<file path="src/rtl/sync_updown_counter.sv">
// sync_updown_counter: modulo-(MAX+1) up/down counter built on a toggle chain, with clear, clamped load, terminal count and wrap pulse
// clk/rst_n: clock, async active-low reset; clr: sync clear; load/d: sync load (clamped to MAX)
// en/up: count enable and direction; q: count; tc: terminal count (comb); wrap: registered wrap pulse
module sync_updown_counter #(
  parameter int WIDTH = 4,
  parameter logic [WIDTH-1:0] MAX = {WIDTH{1'b1}}
) (
  input  logic             clk,
  input  logic             rst_n,
  input  logic             clr,
  input  logic             load,
  input  logic [WIDTH-1:0] d,
  input  logic             en,
  input  logic             up,
  output logic [WIDTH-1:0] q,
  output logic             tc,
  output logic             wrap
);
  logic [WIDTH-1:0] t;
  logic             wrap_ev;
  logic [WIDTH-1:0] q_nxt;
  assign t[0] = 1'b1;
  for (genvar i = 1; i < WIDTH; i++) begin : g_t
    assign t[i] = up ? &q[i-1:0] : ~|q[i-1:0];
  end
  // >= on the up side steers out-of-range states back to 0 instead of locking up
  assign wrap_ev = up ? q >= MAX : q == '0;
  assign q_nxt   = wrap_ev ? (up ? '0 : MAX) : q ^ t;
  assign tc      = en & ((up & q == MAX) | (~up & q == '0));
  always_ff @(posedge clk or negedge rst_n)
    if (!rst_n) begin
      q    <= '0;
      wrap <= 1'b0;
    end else if (clr) begin
      q    <= '0;
      wrap <= 1'b0;
    end else if (load) begin
      q    <= d > MAX ? MAX : d;
      wrap <= 1'b0;
    end else begin
      q    <= en ? q_nxt : q;
      wrap <= en & wrap_ev;
    end
endmodule

</file>
<file path="config.mk">
export PLATFORM = sky130hd
export DESIGN_NAME = sync_updown_counter
export DESIGN_NICKNAME = d
export VERILOG_FILES = /design/src/rtl/sync_updown_counter.sv
export SDC_FILE = /design/constraint.sdc
export NUM_CORES = 1
export LEC_CHECK = 0
export ABC_AREA = 1
export CAP_MARGIN = 40
export CORE_AREA = 2 2 39 41
export DETAILED_ROUTE_END_ITERATION = 12
export DIE_AREA = 0 0 41 43
export MAX_ROUTING_LAYER = met4
export SYNTH_ARGS = -nofsm -noshare
export SYNTH_HDL_FRONTEND = slang
export SYNTH_SLANG_ARGS = --single-unit
</file>
<file path="constraint.sdc">
create_clock -name clk -period 1.3 [get_ports clk]
set_input_delay 0.26 -clock clk [delete_from_list [all_inputs] [get_ports clk]]
set_output_delay 0.26 -clock clk [all_outputs]
set_load 0.005 [all_outputs]
</file>
==> out/qor.csv <==
stage,metric,value,unit
route,vias post-DR,498,
timing,RSZ-0062 raised after global routing,yes,
timing,highest clock rate,661,MHz
logic_synthesis,Post-Syn Area,350,sq um
logic_synthesis,top cell type's share of synthesized area,35.7,%
cts,CTS Buf Count,3,
floorplanning,io pins,16,
timing,Setup Skew,0.779,ps
logic_synthesis,Yosys cell types,12,
critical_path,reg-to-reg endpoint,q[2]$_DFFE_PN0P_,
global_routing,first-pass GRT wire length,1550,microns
critical_path,CP startpoint kind,register,
cts,CTS Sinks,5,
cts,# H-tree levels,1,
logic_synthesis,YS warnings,0,
placement,I/O Buffers,15,
floorplanning,Row Count,14,
cells_and_area,n_diodes,0,
logic_synthesis,top-count cell post-synth,nand2_1,
floorplanning,initial core utilization,25.3,%
timing,share of the cycle needed by the critical path after routing,116,%
floorplanning,die height,43,microns
global_routing,initial antenna violation count,0,
route,vias per cell,4.33,
logic_synthesis,post-synthesis async set-or-reset flop share,100,%
job,max_cap viols,0,
global_routing,largest net degree at the start of global routing,6,
timing,final worst-path setup slack,-212,ps
global_routing,number of global-route vias before repair,438,
placement,dpl cell area,626,sq um
outcome,violated checks,setup timing,
cts,CTS max path bufs,2,
timing,Hold Fails Final Rpt,0,
cts,CTS tree,done,
timing,crit path time final,1510,ps
cts,clock-pin slew on the worst setup and hold paths,40,ps
critical_path,r2r setup slk,-130,ps
logic_synthesis,number of synthesized flops with an enable pin,0,
critical_path,WP data arrival,1250,ps
hold_path,HP Class,in2async,
floorplanning,Core ar.,1380,sq um
critical_path,crit path max fanout,3,
logic_synthesis,Syn Nets,68,
logic_synthesis,top post-synthesis cells by count,"nand2_1, nor2_1, inv_1, nand3_1, dfrtp_1",
cells_and_area,final instance count without filler cells,115,
logic_synthesis,Synth Register Bits,5,
timing,Worst-Margin Slew,230,ps
power_and_ir_drop,Leak,0.410,nW
logic_synthesis,Mean Syn Cell Area,6.04,sq um
power_and_ir_drop,total power,0.607,mW
route,post-route ant nets,0,
critical_path,Worst Setup End Kind,output pin,
timing,max_slew headroom,84.6,%
cells_and_area,layout cell share with drive strength beyond 1,35.4,%
cells_and_area,Layout area overhead,111,%
cells_and_area,design area,738,sq um
logic_synthesis,"Top FF cell, synth",dfrtp_1,
logic_synthesis,Cells after Synth,58,
cts,Root Buffer,clkbuf_4,
floorplanning,Die ar.,1760,sq um
cts,clk_lat worst skew,240,ps
critical_path,Worst R2R Path Depth,10,
outcome,outcome,"complete, but fails checks",
route,DR WL/cell,9.17,microns
floorplanning,die width,41,microns
logic_synthesis,Synth area leaders,"dfrtp_1, nand2_1, nor2_1, nand3_1, inv_1",
global_routing,global-route usage over all layers,13.7,%
route,residual DRC count,0,
global_routing,grt ovf,0,
route,WL final,1050,microns
route,DR pass1 iterations,3,
critical_path,CP Class,reg2out,
logic_synthesis,"Seq/Total Area, Yosys",35.7,%
timing,final setup violating endpoints,5,
placement,detailed placer's ending HPWL,727,microns
power_and_ir_drop,maximum VDD drop,541,uV
critical_path,worst r2r src,q[0]$_DFFE_PN0P_,
placement,Inst Count DP,103,
cells_and_area,Final Util,53.3,%
timing,"Slew Viols, Final",0,
route,Initial DRC Count,7,
power_and_ir_drop,power per cell area,823,nW/um^2
critical_path,Worst EP required,1040,ps
cells_and_area,Nets,110,
logic_synthesis,largest area contributor in the netlist,dfrtp_1,
placement,gpl congestion,0.756,
worst max-delay path by stage:
| stage | end | start | slack, ps | cells after the start |
|---|---|---|---|---|
| after detailed placement | tc | up | -650 | 7 |
| after CTS | tc | q[0]$_DFFE_PN0P_ | -220 | 6 |
| final | tc | q[1]$_DFFE_PN0P_ | -210 | 6 |
| after floorplan | tc | q[1]$_DFFE_PN0P_ | 110 | 5 |
| after global placement | tc | up | -650 | 7 |
| after global routing | tc | q[1]$_DFFE_PN0P_ | -330 | 6 |
through the flow:
stage	worst slack [ps]	setup TNS [ps]	hold WS, ps
4_1_cts	-220	-442	243
2_1_floorplan	114	0	-35.6
5_1_grt	-333	-918	249
6_report	-212	-523	239
3_3_place_gp	-650	-1110	497
3_5_place_dp	-653	-1150	501
critical path, cell delays in order, from the launching register on:
cell,delay (ps)
dfrtp_1,400
nor2_2,150
nand3_2,110
nor2_2,100
nor2_1,60
nor2_1,80
buf_2,110
final cells by class:
class / instances / area (sq um)
timing repair buffer: 37 / 328
clock buffer: 4 / 26.3
multi-input combinational: 45 / 209
tap: 16 / 20.0
fill: 141 / 646
sequential: 5 / 125
inverter: 8 / 30.0
flip-flops by register name, summed over array words and instances, names as in the netlist:
register and flops:
q 4, wrap 1
placed cells by master, fill, tap and decap left out:
cell | Yosys | layout
o21ai_1 | 1 | 1
nand3_2 | 0 | 1
nor3_2 | 1 | 1
clkbuf_1 | 0 | 1
buf_2 | 0 | 1
clkdlybuf4s50_1 | 0 | 8
nand2_2 | 0 | 1
buf_4 | 0 | 16
o21ai_2 | 0 | 1
nand4_1 | 1 | 1
nor2_2 | 1 | 2
inv_2 | 1 | 2
nor2_1 | 11 | 10
nand3_1 | 7 | 6
dlygate4sd2_1 | 0 | 5
clkbuf_4 | 0 | 3
buf_6 | 0 | 7
nand2_1 | 21 | 20
inv_1 | 7 | 6
dfrtp_1 | 5 | 5
o211ai_1 | 1 | 1
logic make-up after synthesis:
group / Yosys count / share of synthesized area, %
and+or+nand+nor: 42 / 50.7
buffers and inverters: 8 / 8.57
AOI/OAI and AO/OA: 3 / 5.00
DFF: 5 / 35.7
power by group:
part	switching, mW	internal, mW	leakage (nW)	total, mW
logic	0.0985	0.148	0.330	0.246
clock network	0.0649	0.116	0.0150	0.181
registers	0.0108	0.169	0.0652	0.180
total	0.174	0.433	0.410	0.607
timing repair:
action,CTS,global route
resized for setup,14,12
endpoints found under the setup margin,6,7
hold buffers,0,0
pin swaps,4,10
buffers inserted,6,4
per-layer routing:
layer / part of all wire [%] / wire length (microns) / global-route usage, %
met3: 4.2 / 44 / 1.57
met2: 51 / 536 / 23.4
met4: 2.9 / 31 / 10.0
met5: 0 / 0 / -
met1: 42 / 442 / 12.7
(Power assumes the default switching activity.)
